[src/rtl/uart_pkg.sv]
// Shared UART definitions: data width, parity encodings, TX FSM states and
// a parity helper. Used by uart_tx_fifo and uart_tx_buffered.
package uart_pkg;

    localparam int unsigned DATA_W = 8;

    localparam logic [1:0] PAR_NONE = 2'b00;
    localparam logic [1:0] PAR_EVEN = 2'b01;
    localparam logic [1:0] PAR_ODD  = 2'b10;

    typedef enum logic [2:0] {
        ST_IDLE   = 3'd0,
        ST_START  = 3'd1,
        ST_DATA   = 3'd2,
        ST_PARITY = 3'd3,
        ST_STOP   = 3'd4
    } tx_state_e;

    // True when the parity selection inserts a parity bit (11 behaves as none).
    function automatic logic parity_enabled(input logic [1:0] sel);
        return (sel == PAR_EVEN) || (sel == PAR_ODD);
    endfunction

    // Parity bit value for a byte: even -> ^data, odd -> ~^data.
    function automatic logic parity_value(input logic [1:0] sel, input logic [DATA_W-1:0] data);
        return (sel == PAR_ODD) ? ~^data : ^data;
    endfunction

endpackage

[src/rtl/uart_tx_fifo.sv]
// Synchronous DEPTH x DATA_W byte FIFO feeding the UART TX engine.
// Ports:
//   mclk, n_reset     clock, async active-low reset
//   push_i, wr_data_i push request and byte (accepted if not full, or if popping)
//   pop_i             pop head (ignored when empty)
//   head_data_c       combinational view of the head entry
//   full_o, empty_o   registered occupancy flags
//   level_o           registered occupancy 0..DEPTH
//   overflow_o        one-cycle pulse after a push was dropped
module uart_tx_fifo
    import uart_pkg::*;
#(
    parameter int unsigned DEPTH  = 16,
    parameter int unsigned ADDR_W = 4
) (
    input  logic              mclk,
    input  logic              n_reset,
    input  logic              push_i,
    input  logic [DATA_W-1:0] wr_data_i,
    input  logic              pop_i,
    output logic [DATA_W-1:0] head_data_c,
    output logic              full_o,
    output logic              empty_o,
    output logic [ADDR_W:0]   level_o,
    output logic              overflow_o
);

    localparam int unsigned LVL_W = ADDR_W + 1;

    logic [DATA_W-1:0] mem_q [DEPTH];
    logic [ADDR_W-1:0] wr_ptr_q, rd_ptr_q;
    logic [LVL_W-1:0]  level_q, level_d;
    logic              full_q, empty_q, overflow_q;
    logic              push_ok, pop_ok;

    // A full FIFO still accepts a byte when the head leaves in the same cycle.
    assign push_ok = push_i && (!full_q || pop_i);
    assign pop_ok  = pop_i && !empty_q;

    // Occupancy next-state.
    always_comb begin
        level_d = level_q;
        if (push_ok && !pop_ok) begin
            level_d = level_q + LVL_W'(1);
        end else if (!push_ok && pop_ok) begin
            level_d = level_q - LVL_W'(1);
        end
    end

    // Pointers and flags; pointers wrap naturally because DEPTH is 2**ADDR_W.
    always_ff @(posedge mclk or negedge n_reset) begin
        if (!n_reset) begin
            wr_ptr_q   <= '0;
            rd_ptr_q   <= '0;
            level_q    <= '0;
            full_q     <= 1'b0;
            empty_q    <= 1'b1;
            overflow_q <= 1'b0;
        end else begin
            if (push_ok) wr_ptr_q <= wr_ptr_q + ADDR_W'(1);
            if (pop_ok)  rd_ptr_q <= rd_ptr_q + ADDR_W'(1);
            level_q    <= level_d;
            full_q     <= (level_d == LVL_W'(DEPTH));
            empty_q    <= (level_d == '0);
            overflow_q <= push_i && !push_ok;
        end
    end

    // Storage array; no reset needed, contents are qualified by the pointers.
    always_ff @(posedge mclk) begin
        if (push_ok) mem_q[wr_ptr_q] <= wr_data_i;
    end

    assign head_data_c = mem_q[rd_ptr_q];
    assign full_o      = full_q;
    assign empty_o     = empty_q;
    assign level_o     = level_q;
    assign overflow_o  = overflow_q;

endmodule

[src/rtl/uart_tx_buffered.sv]
// Buffered UART transmitter: byte FIFO in front of a serial TX engine.
// Frames are start + 8 data bits (LSB first) + optional parity + 1/2 stop bits;
// the engine drains the FIFO back-to-back with no idle gap between frames.
// Ports:
//   mclk, n_reset            clock, async active-low reset
//   baud_max_cnt             mclk cycles per bit (0 behaves as 1)
//   parity_sel, stop_sel     frame format, latched at the start of each frame
//   wr_data, wr_en           host byte push
//   cts_n                    clear-to-send, active-low (only with UART_TX_CTS_EN)
//   full, empty, level       FIFO status (registered)
//   overflow                 pulse: push dropped because FIFO was full
//   busy, done               frame in progress / pulse after last stop bit
//   txd                      serial output, idle high
// Build option: define UART_TX_CTS_EN to add cts_n flow control.
module uart_tx_buffered
    import uart_pkg::*;
#(
    parameter int unsigned DEPTH  = 16,
    parameter int unsigned ADDR_W = 4
) (
    input  logic              mclk,
    input  logic              n_reset,
    input  logic [15:0]       baud_max_cnt,
    input  logic [1:0]        parity_sel,
    input  logic              stop_sel,
    input  logic [7:0]        wr_data,
    input  logic              wr_en,
`ifdef UART_TX_CTS_EN
    input  logic              cts_n,
`endif
    output logic              full,
    output logic              empty,
    output logic [ADDR_W:0]   level,
    output logic              overflow,
    output logic              busy,
    output logic              done,
    output logic              txd
);

    localparam int unsigned BAUD_W = 16;
    localparam int unsigned BIT_W  = 3;

    tx_state_e         state_q, state_d;
    logic [BAUD_W-1:0] baud_cnt_q, baud_cnt_d;
    logic [BAUD_W-1:0] baud_max_q, baud_max_d;
    logic [BIT_W-1:0]  bit_cnt_q, bit_cnt_d;
    logic [DATA_W-1:0] shift_q, shift_d;
    logic              has_par_q, has_par_d;
    logic              par_bit_q, par_bit_d;
    logic              stop2_q, stop2_d;
    logic              txd_q, txd_d;
    logic              busy_q, busy_d;
    logic              done_q, done_d;
    logic              pop_c, load_c, baud_tc_c, can_start_c;
    logic [DATA_W-1:0] head_c;

    uart_tx_fifo #(
        .DEPTH  (DEPTH),
        .ADDR_W (ADDR_W)
    ) u_fifo (
        .mclk        (mclk),
        .n_reset     (n_reset),
        .push_i      (wr_en),
        .wr_data_i   (wr_data),
        .pop_i       (pop_c),
        .head_data_c (head_c),
        .full_o      (full),
        .empty_o     (empty),
        .level_o     (level),
        .overflow_o  (overflow)
    );

`ifdef UART_TX_CTS_EN
    logic cts_meta_q, cts_sync_q;

    // Two-flop synchroniser; resets to "not clear" so nothing starts early.
    always_ff @(posedge mclk or negedge n_reset) begin
        if (!n_reset) begin
            cts_meta_q <= 1'b1;
            cts_sync_q <= 1'b1;
        end else begin
            cts_meta_q <= cts_n;
            cts_sync_q <= cts_meta_q;
        end
    end

    assign can_start_c = !cts_sync_q;
`else
    assign can_start_c = 1'b1;
`endif

    // baud_max_q holds the effective (non-zero) period of the current frame.
    assign baud_tc_c = (baud_cnt_q == (baud_max_q - BAUD_W'(1)));

    // Next-state and registered-output logic.
    always_comb begin
        state_d    = state_q;
        baud_cnt_d = baud_cnt_q + BAUD_W'(1);
        baud_max_d = baud_max_q;
        bit_cnt_d  = bit_cnt_q;
        shift_d    = shift_q;
        has_par_d  = has_par_q;
        par_bit_d  = par_bit_q;
        stop2_d    = stop2_q;
        txd_d      = txd_q;
        done_d     = 1'b0;
        load_c     = 1'b0;
        pop_c      = 1'b0;

        if (state_q == ST_IDLE || baud_tc_c) baud_cnt_d = '0;

        case (state_q)
            ST_IDLE: begin
                if (!empty && can_start_c) load_c = 1'b1;
            end
            ST_START: begin
                if (baud_tc_c) begin
                    state_d   = ST_DATA;
                    bit_cnt_d = '0;
                    txd_d     = shift_q[0];
                end
            end
            ST_DATA: begin
                if (baud_tc_c) begin
                    if (bit_cnt_q == BIT_W'(DATA_W - 1)) begin
                        bit_cnt_d = '0;
                        if (has_par_q) begin
                            state_d = ST_PARITY;
                            txd_d   = par_bit_q;
                        end else begin
                            state_d = ST_STOP;
                            txd_d   = 1'b1;
                        end
                    end else begin
                        // shift_q[0] is always the bit currently on the line.
                        bit_cnt_d = bit_cnt_q + BIT_W'(1);
                        shift_d   = shift_q >> 1;
                        txd_d     = shift_q[1];
                    end
                end
            end
            ST_PARITY: begin
                if (baud_tc_c) begin
                    state_d   = ST_STOP;
                    bit_cnt_d = '0;
                    txd_d     = 1'b1;
                end
            end
            ST_STOP: begin
                if (baud_tc_c) begin
                    if (stop2_q && bit_cnt_q == '0) begin
                        bit_cnt_d = BIT_W'(1);
                    end else begin
                        done_d = 1'b1;
                        if (!empty && can_start_c) begin
                            load_c = 1'b1;
                        end else begin
                            state_d = ST_IDLE;
                            txd_d   = 1'b1;
                        end
                    end
                end
            end
            default: begin
                state_d = ST_IDLE;
                txd_d   = 1'b1;
            end
        endcase

        // Pop the head and latch the frame configuration for the next frame.
        if (load_c) begin
            pop_c      = 1'b1;
            state_d    = ST_START;
            txd_d      = 1'b0;
            baud_cnt_d = '0;
            shift_d    = head_c;
            has_par_d  = parity_enabled(parity_sel);
            par_bit_d  = parity_value(parity_sel, head_c);
            stop2_d    = stop_sel;
            baud_max_d = (baud_max_cnt == '0) ? BAUD_W'(1) : baud_max_cnt;
        end

        busy_d = (state_d != ST_IDLE);
    end

    // State and datapath registers; txd idles high, including asynchronously on reset.
    always_ff @(posedge mclk or negedge n_reset) begin
        if (!n_reset) begin
            state_q    <= ST_IDLE;
            baud_cnt_q <= '0;
            baud_max_q <= BAUD_W'(1);
            bit_cnt_q  <= '0;
            shift_q    <= '0;
            has_par_q  <= 1'b0;
            par_bit_q  <= 1'b0;
            stop2_q    <= 1'b0;
            txd_q      <= 1'b1;
            busy_q     <= 1'b0;
            done_q     <= 1'b0;
        end else begin
            state_q    <= state_d;
            baud_cnt_q <= baud_cnt_d;
            baud_max_q <= baud_max_d;
            bit_cnt_q  <= bit_cnt_d;
            shift_q    <= shift_d;
            has_par_q  <= has_par_d;
            par_bit_q  <= par_bit_d;
            stop2_q    <= stop2_d;
            txd_q      <= txd_d;
            busy_q     <= busy_d;
            done_q     <= done_d;
        end
    end

    assign txd  = txd_q;
    assign busy = busy_q;
    assign done = done_q;

endmodule

[config.mk]
export PLATFORM = sky130hd
export DESIGN_NAME = uart_tx_buffered
export DESIGN_NICKNAME = d
export VERILOG_FILES = /design/src/rtl/uart_pkg.sv /design/src/rtl/uart_tx_fifo.sv /design/src/rtl/uart_tx_buffered.sv
export SDC_FILE = /design/constraint.sdc
export NUM_CORES = 1
export LEC_CHECK = 0
export ABC_AREA = 1
export CAP_MARGIN = 25
export CORE_MARGIN = 2
export CORE_UTILIZATION = 55
export CTS_CLUSTER_SIZE = 12
export DETAILED_ROUTE_END_ITERATION = 7
export GPL_ROUTABILITY_DRIVEN = 1
export PLACE_DENSITY = 0.76
export RECOVER_POWER = 100
export SETUP_SLACK_MARGIN = 0.02
export SLEW_MARGIN = 20
export SYNTH_ARGS = -nofsm -noshare
export SYNTH_HDL_FRONTEND = slang
export SYNTH_SLANG_ARGS = --single-unit
[constraint.sdc]
create_clock -name mclk -period 2.7 [get_ports mclk]
set_input_delay 0.675 -clock mclk [delete_from_list [all_inputs] [get_ports mclk]]
set_output_delay 0.675 -clock mclk [all_outputs]
set_load 0.02 [all_outputs]
## Word-level counts from Yosys, hierarchy flattened

Memories as Yosys holds them, arrays and structs flattened.
Index checks and enable logic that the tools add are counted.
Widths: inputs -> output; s select.

| word-level totals | value |
|---|---|
| memories | 1 |
| output and inout bits | 11 |
| RAM bits | 128 |
| input port bits | 30 |
| flip-flop bits (word level) | 68 |
| word-level logic and storage cells | 119 |

Memories:

| memory | words | bits a word | read ports | clocked after memory_dff | write ports | line | source |
|---|---|---|---|---|---|---|---|
| u_fifo.mem_q | 16 | 8 | 1 | 0 | 1 | uart_tx_fifo.sv:30 | `logic [DATA_W-1:0] mem_q [DEPTH];` |

| operators by class | value |
|---|---|
| reduce and logical (&&, ||, !) cells | 27 |
| equality and inequality tests | 21 |
| add/sub/neg operators | 7 |
| muxes and demuxes | 46 |

Operators with widths:

| operator | count |
|---|---|
| $mux 16 | 3 |
| $mux 3 | 14 |
| $mux 8 | 4 |
| $mux 1 | 19 |
| $add 16x1->16 const B | 1 |
| $eq 16x16->1 | 1 |
| $logic_not 16->1 | 1 |
| $sub 16x1->16 const B | 1 |
| $ne 3x3->1 const B | 5 |
| $pmux 3 s5 | 1 |
| $mux 5 | 2 |
| $ne 2x2->1 const B | 5 |
| $pmux 3 s3 | 1 |
| $add 4x1->4 const B | 2 |
| $reduce_xnor 8->1 | 1 |
| $reduce_xor 8->1 | 1 |
| $reduce_and 7->1 | 1 |
| $eq 3x2->1 const B | 2 |
| $eq 3x3->1 const B | 2 |
| $logic_and 1x1->1 | 6 |
| $logic_not 3->1 | 2 |
| $reduce_bool 3->1 | 2 |
| $add 5x1->5 const B | 1 |
| $eq 5x5->1 const B | 1 |
| 16 further kinds | 22 |

## Longest topological paths before layout

| logic depth | value |
|---|---|
| word-level depth | 13 |
| depth in mapped cells | 21 |
| depth with buffers taken out | 21 |

## By module

A second synthesis with hierarchy kept.

| unflattened totals | value |
|---|---|
| cells, all modules | 986 |
| area, all modules | 9496.6 um^2 |

By module, submodules not included:

| module | instances | sequential area each (um^2) | area an instance (um^2) | cells an instance |
|---|---|---|---|---|
| uart_tx_fifo | 1 | 4245.3 | 5940.7 | 476 |
| uart_tx_buffered | 1 | 1303.8 | 3555.9 | 510 |

## Worst setup path before layout

Ideal clock, no wire load.

| timing path | value |
|---|---|
| kind | reg-to-reg |
| start | register baud_max_q[0] |
| end | memory u_fifo.mem_q[10][0], enable pin |
| setup slack | -0.172 ns |
| cell stages (with the launch flop) | 15 |
| library setup time | 0.370 ns |
| data arrival time | 2.502 ns |
| data required time | 2.330 ns |
| path buffers | 0 |
| period minus slack after synthesis | 2.872 ns |
| path through | dfstp_2 > inv_2 > ha_1 > nand2_1 > nor3b_1 > nand3_1 > nor2_4 > nand4_4 > nand2_4 > inv_2 > nand2_1 > nand2_1 > inv_2 > nand2_1 > nor2_1 |

| between the ends | value |
|---|---|
| longest elaborated chain between the ends | 9 |

RTL lines:

| element | line | source |
|---|---|---|
| start, declared | uart_tx_buffered.sv:45 | `logic [BAUD_W-1:0] baud_max_q, baud_max_d;` |
| start signal, assigned | uart_tx_buffered.sv:203 | `baud_max_q <= baud_max_d;` |
| $sub 16x1->16 | uart_tx_buffered.sv:93 | `assign baud_tc_c = (baud_cnt_q == (baud_max_q - BAUD_W'(1)));` |
| $eq 16x16->1 | uart_tx_buffered.sv:93 |  |
| $mux 1 | uart_tx_buffered.sv:150 | `if (baud_tc_c) begin` |
| $pmux 1 s2 | uart_tx_buffered.sv:112 | `case (state_q)` |
| $mux 1 | uart_tx_buffered.sv:171 | `if (load_c) begin` |
| $logic_or 1x1->1 | uart_tx_fifo.sv:37 | `assign push_ok = push_i && (!full_q \|\| pop_i);` |
| $logic_and 1x1->1 | uart_tx_fifo.sv:37 |  |
| $mux 1 | uart_tx_fifo.sv:71 | `if (push_ok) mem_q[wr_ptr_q] <= wr_data_i;` |
| $mux 1 (not written as such) | uart_tx_fifo.sv:71 |  |
| end, declared | uart_tx_fifo.sv:30 |  |

No other way between the ends.

## Worst setup path after layout

| timing path | value |
|---|---|
| start | register baud_max_q[0] |
| end | memory u_fifo.mem_q[11][5], enable pin |

Same word-level chain as after synthesis.

==> results.txt <==
ANT nets after route: 0
crit path kind: reg2reg
CP max FO: 5
combinational share of power: 0.213
Fin Clk Skew: 9.669 ps
Final Cycle Share: 0.9883
pwr dens: 696.0 nW/um^2
Post-Syn Area per Cell: 9.812 um^2
DPL Wire Length: 15300 um
Max-slew headroom: 0.1094
clock share of power: 0.314
worst slew pin tran: 1336 ps
Synth Cell Area: 9301 um^2
CP Capture Type: flop
Final #Nets: 1102
DRC viols: 0
TritonCTS Buffers: 17
core area: 16580 um^2
Yosys cell types: 42
Clock Latency Late Sink: 440 ps
Layout Cells excl Fill: 1292
Initial DRC Count: 756
flops & latches, synth: 196
initial antenna violation count: 1
Yosys warning count: 0
Setup crit start: baud_max_q[0]
FMAX: 374.8 MHz
critical path required time: 2850 ps
clk root buf: clkbuf_16
critical path startpoint category: flop
r2r startpoint: baud_max_q[0]
I/O pin count: 41
Slew Limit Fails: 0
syn nets: 991
global-route wire length before repair: 35140 um
Chip Height: 134.0 um
switching share of power: 0.3152
maxcap violations: 0
placed insts: 1253
area grow syn2layout: 21.95%
via count: 7149
1st-pass router iterations: 5
largest net degree at the start of global routing: 50
DR WL/cell: 16.97 um
Reg clk slew, reported paths: 70 ps
vias in the first global route: 6916
diode count: 0
crit path DAT: 2820 ps
Setup-failing EPs final: 0
initial core utilization: 0.5609
total gr overflow: 0
Hold Violations, Final: 0
PortBufs: 40
Tmin final: 2668 ps
Int Power: 0.005407 W
via-per-instance ratio: 5.533
NetSw: 0.002488 W
clk buf depth: 2
Overall Global Routing Usage: 0.2567
RSZ-0062 raised after global routing: true
Flop pwr share: 0.473
final WL: 21920 um
Placer Congestion: 0.9356
ratio of cells with drive above 1 in the final layout: 0.1838
Leak: 4.532 nW
FP Rows: 47
outcome: completed
part of the Yosys area used for sequential elements: 0.5966
Synth Instances: 948
Peak VDD IR: 0.5192 mV
clock sinks: 196
Die Area: 17970 um^2
Die W: 134.0 um
setup TNS: 0 ps
Pwr Total: 0.007895 W
CTS tree: yes
H-tree lvl count: 4
HP Class: in2async
## flip-flops by register name, summed over array words and instances, names as in the netlist
signal	flops
baud_cnt_q	16
baud_max_q	16
bit_cnt_q	3
busy	1
done	1
has_par_q	1
par_bit_q	1
shift_q	8
state_q	3
stop2_q	1
txd	1
u_fifo.empty_o	1
u_fifo.full_o	1
u_fifo.level_o	5
u_fifo.mem_q	128
u_fifo.overflow_o	1
u_fifo.rd_ptr_q	4
u_fifo.wr_ptr_q	4
## power groups by stage
stage / Clock (W) / Sequential, W / Combinational (W)
6_report: 0.00248 / 0.00373 / 0.00169
5_1_grt: 0.00261 / 0.00377 / 0.00185
4_1_cts: 0.00249 / 0.00373 / 0.00164
3_5_place_dp: 0 / 0.00379 / 0.00155
3_3_place_gp: 0 / 0.00378 / 0.00153
2_1_floorplan: 0 / 0.00378 / 0.000929
## metal layers
| layer | vias up | global-route usage | share of wire |
|---|---|---|---|
| met2 | 316 | 0.4114 | 0.48 |
| met1 | 3334 | 0.3467 | 0.42 |
| met5 | - | 0 | 0.00036 |
| met3 | 62 | 0.04989 | 0.073 |
| li1 | 3435 | - | - |
| met4 | 2 | 0.1082 | 0.033 |
## worst max-delay path, cell delays in order, from the launching register on
cell     delay (ps)
dfstp_2         540
inv_2            50
ha_4            180
nand2_4         100
nor2_4           60
nand2_1          70
nand2_1          50
nand2_1          80
nand2_1          70
inv_2            70
nand2_2          60
nor2_4          110
nand4_4         140
nand2_4         100
inv_4            40
nand2_4          60
nand2_4          80
nor2_4          160
inv_4            90
nor2_2          100
buf_4           160
## cells in the final DEF (no fill, tap or decap), types with 3 or more instances in the layout
| cell type | count |
|---|---|
| nand2_1 | 209 |
| edfxtp_1 | 128 |
| nor2_1 | 80 |
| inv_1 | 78 |
| o21ai_0 | 78 |
| buf_4 | 67 |
| dfrtp_1 | 62 |
| nand3_1 | 49 |
| xor2_1 | 25 |
| a21oi_1 | 25 |
| clkdlybuf4s50_1 | 23 |
| nor2_4 | 22 |
| nand2_2 | 17 |
| clkbuf_16 | 17 |
| dlygate4sd3_1 | 16 |
| nand4_1 | 13 |
| nor2_2 | 12 |
| ha_1 | 12 |
| nor3_1 | 9 |
| o221ai_1 | 9 |
| o22ai_1 | 9 |
| a221oi_1 | 9 |
| nand3_2 | 8 |
| clkbuf_1 | 8 |
| inv_2 | 7 |
| inv_8 | 7 |
| xnor2_1 | 6 |
| nor4_1 | 6 |
| nor3b_1 | 6 |
| o21ai_1 | 5 |
| nand2_8 | 4 |
| nand2_4 | 4 |
| dfstp_2 | 3 |
| dfrtp_2 | 3 |
## stage by stage
stage / setup slack [ps] / instance area (um^2) / hold WS (ps) / util
2_1_floorplan: 4.964 / 9414 / 379.4 / -
3_3_place_gp: -96.72 / 10550 / 460.3 / 0.6359
3_5_place_dp: -183.3 / 10550 / 467.5 / 0.6359
4_1_cts: 20.18 / 11240 / 264.8 / 0.6781
5_1_grt: -108.7 / 11340 / 507.1 / 0.6840
6_report: 31.63 / 11340 / 454.0 / 0.6840
## cells by family after synthesis
kind of cell / Yosys count / share of synthesized area
AO/OA/AOI/OAI: 140 / 0.08542
flip-flops: 196 / 0.5966
buffers and inverters: 116 / 0.04896
XOR/XNOR: 34 / 0.03282
adder cells (fa/ha/maj): 13 / 0.01749
AND/OR/NAND/NOR: 449 / 0.2187
## what timing repair did
| item | in CTS | in global routing |
|---|---|---|
| gates cloned | 0 | 0 |
| pin swaps | 7 | 14 |
| hold buffers | 0 | 0 |
| setup endpoints to repair | 133 | 162 |
| resized for setup | 21 | 33 |
| buffers inserted | 3 | 4 |
## Yosys cell counts (all sizes together)
library cell,number,area share
nand2,234,0.098
edfxtp,128,0.41
nor2,115,0.054
inv,88,0.036
o21ai,83,0.045
dfrtp,65,0.17
nand3,57,0.034
xor2,27,0.026
a21oi,25,0.013
clkbuf,18,0.0073
nand4,15,0.013
ha,13,0.017
nor3,10,0.0054
a221oi,9,0.0085
buf,9,0.0058
o221ai,9,0.0085
o22ai,9,0.0061
nor3b,7,0.0056
xnor2,7,0.0066
nor4,6,0.0040
dfstp,3,0.0085
nand3b,2,0.0016
or2,2,0.0013
a211oi,1,0.00081
a41oi,1,0.00094
and2,1,0.00067
clkinv,1,0.00040
o211ai,1,0.00081
o31ai,1,0.00081
o32ai,1,0.00094
## layout make-up
| type | instances | area (um^2) |
|---|---|---|
| tap | 220 | 275.3 |
| fill | 1232 | 5240 |
| clock buffer | 18 | 429.2 |
| clock inverter | 14 | 150.1 |
| multi-input combinational | 636 | 3582 |
| sequential | 196 | 5553 |
| inverter | 89 | 351.6 |
| timing repair buffer | 119 | 1002 |
## path summary, 6_finish.rpt
kind / endpoint / slack (ps) / cells past startpoint
worst max-delay path: u_fifo.mem_q[11][5] / 30 / 20
worst min-delay path: baud_max_q[4] / 450 / 1
worst max register to register: u_fifo.mem_q[11][5] / 30 / 20
worst min register to register: stop2_q / 480 / 2
max in group asynchronous: par_bit_q / 440 / 2
min in group mclk: stop2_q / 480 / 2
No activity file was read; power rests on OpenSTA's default activity.
